**src/rtl/muldiv_if.sv**
```systemverilog
// muldiv_if: request/response bundle between the EX stage and the mul/div sequencer
interface muldiv_if #(parameter int W = 32);
    logic         start;
    logic [2:0]   funct3;
    logic [W-1:0] op_a;
    logic [W-1:0] op_b;
    logic         flush;
    logic         stall;
    logic         done;
    logic [W-1:0] result;
    modport master (output start, funct3, op_a, op_b, flush, input stall, done, result);
    modport slave  (input start, funct3, op_a, op_b, flush, output stall, done, result);
endinterface

```
**src/rtl/muldiv_seq.sv**
```systemverilog
// muldiv_seq: one-bit-per-cycle RV32M multiply/divide sequencer with pipeline stall
module muldiv_seq #(
    parameter int WORD_BITWIDTH = 32
) (
    input logic      clk,
    input logic      rst_n,
    muldiv_if.slave  bus
);
    localparam int W  = WORD_BITWIDTH;
    localparam int CW = $clog2(W);
    typedef enum logic [1:0] {IDLE, CALC, FIX, DONE} state_t;
    state_t          state_q, state_d;
    logic [2:0]      f_q, f_d;
    logic [W-1:0]    a_q, a_d, b_q, b_d, result_q, result_d;
    logic [2*W-1:0]  acc_q, acc_d;
    logic [CW-1:0]   cnt_q, cnt_d;
    logic            neg_q, neg_d, div0_q, div0_d;
    logic            accept, signed_a, signed_b, sa, sb, ge;
    logic [W:0]      mul_sum, rem_sh;
    logic [W-1:0]    rem_sub, quo, rem, fix_val;
    logic [2*W-1:0]  prod;
    assign accept   = state_q == IDLE && bus.start && !bus.flush;
    assign signed_a = bus.funct3 == 3'b001 || bus.funct3 == 3'b010 || bus.funct3 == 3'b100 || bus.funct3 == 3'b110;
    assign signed_b = bus.funct3 == 3'b001 || bus.funct3 == 3'b100 || bus.funct3 == 3'b110;
    assign sa       = bus.op_a[W-1] && signed_a;
    assign sb       = bus.op_b[W-1] && signed_b;
    // a_q/b_q hold multiplicand/multiplier for MUL*, dividend/divisor for DIV*/REM*
    assign mul_sum  = {1'b0, acc_q[2*W-1:W]} + {1'b0, b_q[0] ? a_q : {W{1'b0}}};
    assign rem_sh   = {acc_q[2*W-1:W], a_q[W-1]};
    assign ge       = rem_sh >= {1'b0, b_q};
    assign rem_sub  = rem_sh[W-1:0] - b_q;
    assign prod     = neg_q ? -acc_q : acc_q;
    assign quo      = neg_q ? -acc_q[W-1:0] : acc_q[W-1:0];
    assign rem      = neg_q ? -acc_q[2*W-1:W] : acc_q[2*W-1:W];
    // divide-by-zero remainder falls out as the dividend; only the quotient needs forcing
    assign fix_val  = !f_q[2] ? (f_q[1:0] == 2'b00 ? prod[W-1:0] : prod[2*W-1:W]) :
                      f_q[1] ? rem : (div0_q ? {W{1'b1}} : quo);
    always_ff @(posedge clk) begin
        if (!rst_n) begin
            state_q  <= IDLE;
            f_q      <= '0;
            a_q      <= '0;
            b_q      <= '0;
            acc_q    <= '0;
            cnt_q    <= '0;
            neg_q    <= 1'b0;
            div0_q   <= 1'b0;
            result_q <= '0;
        end else begin
            state_q  <= state_d;
            f_q      <= f_d;
            a_q      <= a_d;
            b_q      <= b_d;
            acc_q    <= acc_d;
            cnt_q    <= cnt_d;
            neg_q    <= neg_d;
            div0_q   <= div0_d;
            result_q <= result_d;
        end
    end
    always_comb begin
        state_d = state_q;
        case (state_q)
            IDLE:    state_d = accept ? CALC : IDLE;
            CALC:    state_d = bus.flush ? IDLE : (cnt_q == CW'(W - 1) ? FIX : CALC);
            FIX:     state_d = bus.flush ? IDLE : DONE;
            default: state_d = IDLE;
        endcase
    end
    always_comb begin
        bus.stall  = accept || state_q == CALC || state_q == FIX;
        bus.done   = state_q == DONE;
        bus.result = result_q;
    end
    always_comb begin
        f_d      = accept ? bus.funct3 : f_q;
        a_d      = accept ? (sa ? -bus.op_a : bus.op_a) : a_q;
        b_d      = accept ? (sb ? -bus.op_b : bus.op_b) : b_q;
        neg_d    = accept ? (bus.funct3[2] && bus.funct3[1] ? sa : sa ^ sb) : neg_q;
        div0_d   = accept ? bus.op_b == '0 : div0_q;
        acc_d    = accept ? '0 : acc_q;
        cnt_d    = accept ? '0 : cnt_q;
        result_d = state_q == FIX && !bus.flush ? fix_val : result_q;
        if (state_q == CALC) begin
            cnt_d = cnt_q + 1'b1;
            acc_d = !f_q[2] ? {mul_sum, acc_q[W-1:1]} : {ge ? rem_sub : rem_sh[W-1:0], acc_q[W-2:0], ge};
            b_d   = !f_q[2] ? b_q >> 1 : b_q;
            a_d   = f_q[2] ? a_q << 1 : a_q;
        end
    end
endmodule

```
**src/flat_wrapper.sv**
```systemverilog
// flat-port wrapper written by rule: the top's interface ports become plain ports
module muldiv_seq_flat 
#(
    parameter int WORD_BITWIDTH = 32
)
  (clk, rst_n, bus_start, bus_funct3, bus_op_a, bus_op_b, bus_flush, bus_stall, bus_done, bus_result);
  muldiv_if #(.W(32)) bus_i ();
  input logic clk;
  input logic rst_n;
  input wire logic [$bits(bus_i.start)-1:0] bus_start;
  input wire logic [$bits(bus_i.funct3)-1:0] bus_funct3;
  input wire logic [$bits(bus_i.op_a)-1:0] bus_op_a;
  input wire logic [$bits(bus_i.op_b)-1:0] bus_op_b;
  input wire logic [$bits(bus_i.flush)-1:0] bus_flush;
  output wire logic [$bits(bus_i.stall)-1:0] bus_stall;
  output wire logic [$bits(bus_i.done)-1:0] bus_done;
  output wire logic [$bits(bus_i.result)-1:0] bus_result;
  assign bus_i.start = bus_start;
  assign bus_i.funct3 = bus_funct3;
  assign bus_i.op_a = bus_op_a;
  assign bus_i.op_b = bus_op_b;
  assign bus_i.flush = bus_flush;
  assign bus_stall = bus_i.stall;
  assign bus_done = bus_i.done;
  assign bus_result = bus_i.result;
  muldiv_seq #(.WORD_BITWIDTH(WORD_BITWIDTH)) u_core (.clk(clk), .rst_n(rst_n), .bus(bus_i));
endmodule
```
**config.mk**
```make
export PLATFORM = sky130hd
export DESIGN_NAME = muldiv_seq_flat
export DESIGN_NICKNAME = d
export VERILOG_FILES = /design/src/rtl/muldiv_if.sv /design/src/rtl/muldiv_seq.sv /design/src/flat_wrapper.sv
export SDC_FILE = /design/constraint.sdc
export NUM_CORES = 1
export LEC_CHECK = 0
export ABC_AREA = 1
export BUFFER_PORTS_ARGS = -buffer_cell sky130_fd_sc_hd__buf_2
export CAP_MARGIN = 20
export CORE_MARGIN = 10
export CORE_UTILIZATION = 50
export CTS_BUF_LIST = sky130_fd_sc_hd__clkbuf_4
export CTS_CLUSTER_DIAMETER = 50
export DETAILED_ROUTE_END_ITERATION = 8
export MAX_ROUTING_LAYER = met4
export PLACE_DENSITY_LB_ADDON = 0.05
export SLEW_MARGIN = 20
export SYNTH_ARGS = -nofsm -noshare
export SYNTH_HDL_FRONTEND = slang
export SYNTH_SLANG_ARGS = --single-unit
```
**constraint.sdc**
```tcl
create_clock -name clk -period 7.25 [get_ports clk]
set_clock_uncertainty 0.2 [all_clocks]
set_input_delay 0.3625 -clock clk [delete_from_list [all_inputs] [get_ports clk]]
set_output_delay 0.3625 -clock clk [all_outputs]
set_load 0.03 [all_outputs]
```
### Word-level counts from Yosys, hierarchy flattened

Cells that the tools add are included.

* shift-type cells: 0
* divide/modulo/power cells: 0
* reductions and logical operators: 20
* add/subtract/negate cells: 8
* eq/ne operators: 10
* multiplexer cells: 28
* $lt $le $gt $ge: 1
* bitwise gates (word level): 1
* multipliers: 0

Operator list (number)
* two-way mux 32 bit: 16
* two-way mux 64 bit: 4
* negator 32 bit: 4
* negator 64 bit: 1
* adder 32 x 32 -> 33 bit: 1
* >= comparator 33 x 32 -> 1 bit: 1
* zero test 32 bit: 1
* subtractor 32 bit: 1
* two-way mux 5 bit: 2
* logical OR 1 bit: 7
* equality test 3 bit (second input constant): 2
* logical AND 1 bit: 6
* two-way mux 2 bit: 3
* one-hot mux 2 bit (3 select lines): 1
* adder 5 x 1 -> 5 bit (second input constant): 1
* equality test 5 bit (second input constant): 1
* equality test 2 bit (second input constant): 2
* zero test 2 bit: 2
* AND reduction 2 bit: 2
* equality test 3 x 1 -> 1 bit (second input constant): 1
* equality test 3 x 2 -> 1 bit (second input constant): 1
* equality test 2 x 1 -> 1 bit (second input constant): 1
* two-way mux 1 bit: 2
* inequality test 2 x 1 -> 1 bit (second input constant): 1
* 4 further kinds: 4

* bits in latches: 0
* word-level logic and storage cells: 77
* input bits: 71
* memories kept: 0
* memory bits (writable): 0
* output and inout bits: 34
* bits in read-only memories: 0
* bits in registers: 172

### Logic depth before layout (Yosys ltp)

* word-level depth: 8
* mapped depth: 20
* gate-level depth less buffers: 19

### Worst setup path after synthesis

OpenSTA, ideal clock, no wires.

* kind: reg-to-reg
* start point: register u_core.b_q[0]
* end point: register u_core.acc_q[59]
* slack: 4508 ps
* library setup time: 110 ps
* buffers on the path: 1
* cell stages (with the launch flop): 21
* data arrival time: 2432 ps
* period minus slack after synthesis: 2742 ps
* data required time: 6940 ps
* path through: dfxtp_1 -> clkbuf_1 -> nand2_1 -> inv_1 -> ha_1 -> inv_1 -> fa_1 -> inv_1 -> nand3_1 -> nand3_1 -> inv_1 -> o21ai_2 -> nand2_1 -> nand2_1 -> nand3_1 -> nand2_1 -> nand2_1 -> nand3_1 -> nand3_1 -> nand2_1 -> inv_1

* longest elaborated chain between the ends: 4
* elaborated cells between the ends (all ways): 7
* classes of those cells: 2 x add/sub; 1 x order compare; 4 x mux

Ends and longest elaborated chain
* start, declared: RTL line muldiv_seq.sv:14 `logic [W-1:0] a_q, a_d, b_q, b_d, result_q, result_d;`
* start signal, assigned: RTL line muldiv_seq.sv:43 `b_q <= '0;`
* start signal, assigned: RTL line muldiv_seq.sv:53 `b_q <= b_d;`
* two-way mux 32 bit (tied with other cells): RTL line muldiv_seq.sv:28 `assign mul_sum = {1'b0, acc_q[2*W-1:W]} + {1'b0, b_q[0] ? a_q : {W{1'b0}}};`
* adder 32 x 32 -> 33 bit / two-way mux 32 bit (equally long branches): RTL line muldiv_seq.sv:28, muldiv_seq.sv:86
* two-way mux 64 bit (*): RTL line muldiv_seq.sv:86 `acc_d = !f_q[2] ? {mul_sum, acc_q[W-1:1]} : {ge ? rem_sub : rem_sh[W-1:0], acc_q[W-2:0], ge};`
* two-way mux 64 bit (*): RTL line muldiv_seq.sv:84 `if (state_q == CALC) begin`
* end signal, assigned: RTL line muldiv_seq.sv:44 `acc_q <= '0;`
* end signal, assigned: RTL line muldiv_seq.sv:54 `acc_q <= acc_d;`
* end, declared: RTL line muldiv_seq.sv:15 `logic [2*W-1:0] acc_q, acc_d;`

Mark *: on every way between the ends. The rest lies on a longest branch, timed or not.
A chain may end at the register's enable or synchronous reset.

### Worst setup path in the final report

* start point: register u_core.state_q[0]
* end point: register u_core.b_q[6]

* longest elaborated chain between the ends: 5
* elaborated cells between the ends (all ways): 8
* classes of those cells: 2 x eq/ne; 1 x mux; 5 x reduce/logical

Ends and longest elaborated chain
* start, declared: RTL line muldiv_seq.sv:12 `state_t state_q, state_d;`
* start signal, assigned: RTL line muldiv_seq.sv:50 `state_q <= state_d;`
* zero test 2 bit: RTL line muldiv_seq.sv:22 `assign accept = state_q == IDLE && bus.start && !bus.flush;`
* logical AND 1 bit (2 in a row): RTL line muldiv_seq.sv:22
* nonzero test 2 bit (no source line)
* AND reduction 2 bit (no source line)

Parallel ways exist; a longest one is shown, timed or not.

==> qor.yml <==
final_layout:
  drive_gt1_frac: 0.0755
  area_growth_syn_to_layout_pct: 9.38
  final_common_cell: "nand2_1"
  mostFrequentLayoutCells: "nand2_1 (993), inv_1 (431), nor2_1 (330)"
  fin_area_sq_um: 19700
  nets: 3441
timing:
  min_period_ns: 4.35
  setup_tns_ns: 0
  slew_headroom: 0.230
  tightest_slew_ns: 1.15
  final_hold_viol_count: 0
  finalSetupViolCount: 0
  rsz0062_at_grt: "no"
  slew_violations: 0
  max_freq_mhz: 230
  post-route-period-util: 0.600
detailed_routing:
  vias: 22200
  drtIter0Drc: 2525
  ant_nets: 0
  drc: 0
  drt-wirelength-per-cell_um: 20.9
  first_pass_iters: 6
  avgViaCountPerCell: 5.87
  wl_um: 79000
logic_synthesis:
  syn_inst: 3205
  synthSimpleGateAreaFrac: 0.399
  synth_top_family_by_area: "simple AND/OR/NAND/NOR gates"
  muxShareOfSynthArea: 0
  synth_area_leaders: "nand2_1 (21%), dfxtp_1 (19%), inv_1 (9.0%)"
  yosys_warnings: 0
  synthXorXnorAreaFrac: 0.0399
  avgSynthCellArea_sq_um: 5.61
  synth_top_cell_area_share: 0.207
  synth_fp_nets: 3349
  synth_compound_area_frac: 0.193
  synth_edf_count: 0
  ys_ff_latch: 172
  async_flop_share: 0
  netlist_area_sq_um: 18000
  ys.flop_type: "dfxtp_1"
  ys_seq_area_frac: 0.192
  synth.distinct_cells: 53
  synth_fa_ha_area_frac: 0.0516
  yosys.area.top_type: "nand2_1"
die:
  pin_count: 105
  core-area_sq_um: 35500
  die_area_sq_um: 43900
  die_h_um: 210
  initial_utilization: 0.507
  rows: 69
  die_width_um: 210
global_route:
  grt_first_pass_wirelength_um: 120000
  grt_max_degree: 101
  antenna_found_initial: 2
  track_usage: 0.358
  grt-ovfl-total: 0
  grt_pass1_vias: 20600
clocking:
  clkLatencyLatePin_ns: 0.72
  cts_sinks: 172
  cts-resized-gates: 0
  cts_hold_buf: 67
  numCtsBuffers: 17
  htreeDepth: 4
  root_buffer: "clkbuf_4"
  cts_tree: "yes"
  postCtsSetupRepairBufs: 0
  clockBufferDepth: 2
  clk_pin_slew_ns: 0.23
placed_design:
  portBuffers: 104
  dpl.hpwl_um: 60600
  placed_area_sq_um: 18700
  place_congestion: 1.07
min_path:
  hp-class: "input port to register"
pwr:
  vdd_ir_drop_max_mv: 0.109
  power.density_nw_per_um2: 136
  p_comb_frac: 0.363
  cellLeakagePower_nw: 10.1
  switchingPower_mw: 1.17
  pwr-share-clk: 0.254
  switching_share: 0.439
  pwr-share-seq: 0.382
  internal-power_mw: 1.50
setup_path:
  r2r_slack_ns: 2.90
  cp-end-kind: "register"
  path_class: "register to register"
  path_max_fanout: 72
  required_ns: 7.65
  start_kind: "register"
  worst-endpoint-arrival_ns: 4.75
outcome:
  status: "completed"
flow_run:
  drv_cap: 0
==> cell families after synthesis <==
family	count (synthesis)
AO/OA/AOI/OAI	618
XOR/XNOR	82
adder cells (fa/ha/maj)	73
buffers and inverters	565
flip-flops	172
AND/OR/NAND/NOR	1695
==> cell usage after synthesis (6+ instances only) <==
| master | count |
|---|---|
| a21oi_1 | 308 |
| a22oi_1 | 33 |
| a31oi_1 | 8 |
| buf_1 | 9 |
| buf_2 | 43 |
| clkbuf_1 | 52 |
| dfxtp_1 | 172 |
| ha_1 | 71 |
| inv_1 | 432 |
| inv_2 | 16 |
| nand2_1 | 993 |
| nand2_2 | 11 |
| nand3_1 | 229 |
| nand3_2 | 6 |
| nand3b_1 | 14 |
| nand4_1 | 32 |
| nor2_1 | 331 |
| nor2_2 | 20 |
| nor2_4 | 18 |
| nor3_1 | 22 |
| o211ai_1 | 34 |
| o21ai_0 | 139 |
| o21ai_1 | 26 |
| o21ai_2 | 7 |
| o21bai_1 | 12 |
| o221ai_1 | 13 |
| o22ai_1 | 12 |
| xnor2_1 | 31 |
| xor2_1 | 51 |
==> state kept, by name (all words and copies together) (netlist names), 2 cells and up <==
| name | flops |
|---|---|
| u_core.a_q | 32 |
| u_core.acc_q | 64 |
| u_core.b_q | 32 |
| u_core.bus.result | 32 |
| u_core.cnt_q | 5 |
| u_core.f_q | 3 |
| u_core.state_q | 2 |
==> power groups by stage <==
stage	Combinational, mW	Clock, mW	Sequential [mW]
after detailed placement	0.905	0	1.04
after global placement	0.897	0	1.03
after global routing	1.06	0.702	1.02
after CTS	0.937	0.672	1.02
after floorplan	0.663	0	1.02
final	0.969	0.679	1.02
==> critical path: stages (launching register included) <==
cell and delay (ns):
dfxtp_1 0.39, inv_1 0.12, nor2_8 0.10, buf_4 0.60, inv_2 0.12, buf_4 0.39
nor2_2 0.16, buf_4 0.44, inv_2 0.32, nand2_1 0.41, inv_2 0.42, a21oi_1 0.25
o21ai_0 0.11, a21oi_1 0.16
==> routing by layer <==
metal | wire length (um) | GRT usage | part of all wire
met5 | 0 | - | 0
met4 | 6790 | 0.258 | 0.086
met3 | 6810 | 0.0618 | 0.086
met2 | 35200 | 0.563 | 0.45
met1 | 30200 | 0.405 | 0.38
==> layout make-up <==
class | count | area [sq um]
Multi-Input combinational cell | 2468 | 12300
Tap cell | 461 | 577
Clock buffer | 17 | 128
Antenna cell | 2 | 5.00
Inverter | 450 | 1690
Sequential cell | 172 | 3450
Fill cell | 3728 | 15800
Clock inverter | 15 | 194
Timing Repair Buffer | 188 | 1320
==> per-stage QoR <==
stage,cells,power (mW),utilization,setup WS (ns),hold slack (ns)
detailed placement,3672,1.94,0.526,3.06,0.254
global placement,3672,1.93,0.526,3.33,0.251
floorplan,3205,1.68,-,4.51,0.241
CTS,3771,2.63,0.554,3.01,0.0122
finish,3773,2.67,0.554,2.90,0.0286
global route,3772,2.78,0.554,2.66,0.0310
==> final timing paths <==
path,endpoint,cells after the start,startpoint
worst min register to register,u_core.bus.result[14]$_SDFFE_PN0P_,2,u_core.bus.result[14]$_SDFFE_PN0P_
worst min-delay path,u_core.acc_q[52]$_SDFFE_PN0P_,3,rst_n
worst max register to register,u_core.b_q[6]$_SDFFE_PN0P_,13,u_core.state_q[0]$_SDFF_PN0_
worst max-delay path,u_core.b_q[6]$_SDFFE_PN0P_,13,u_core.state_q[0]$_SDFF_PN0_
Note: power is estimated with default switching activity, not from simulation.
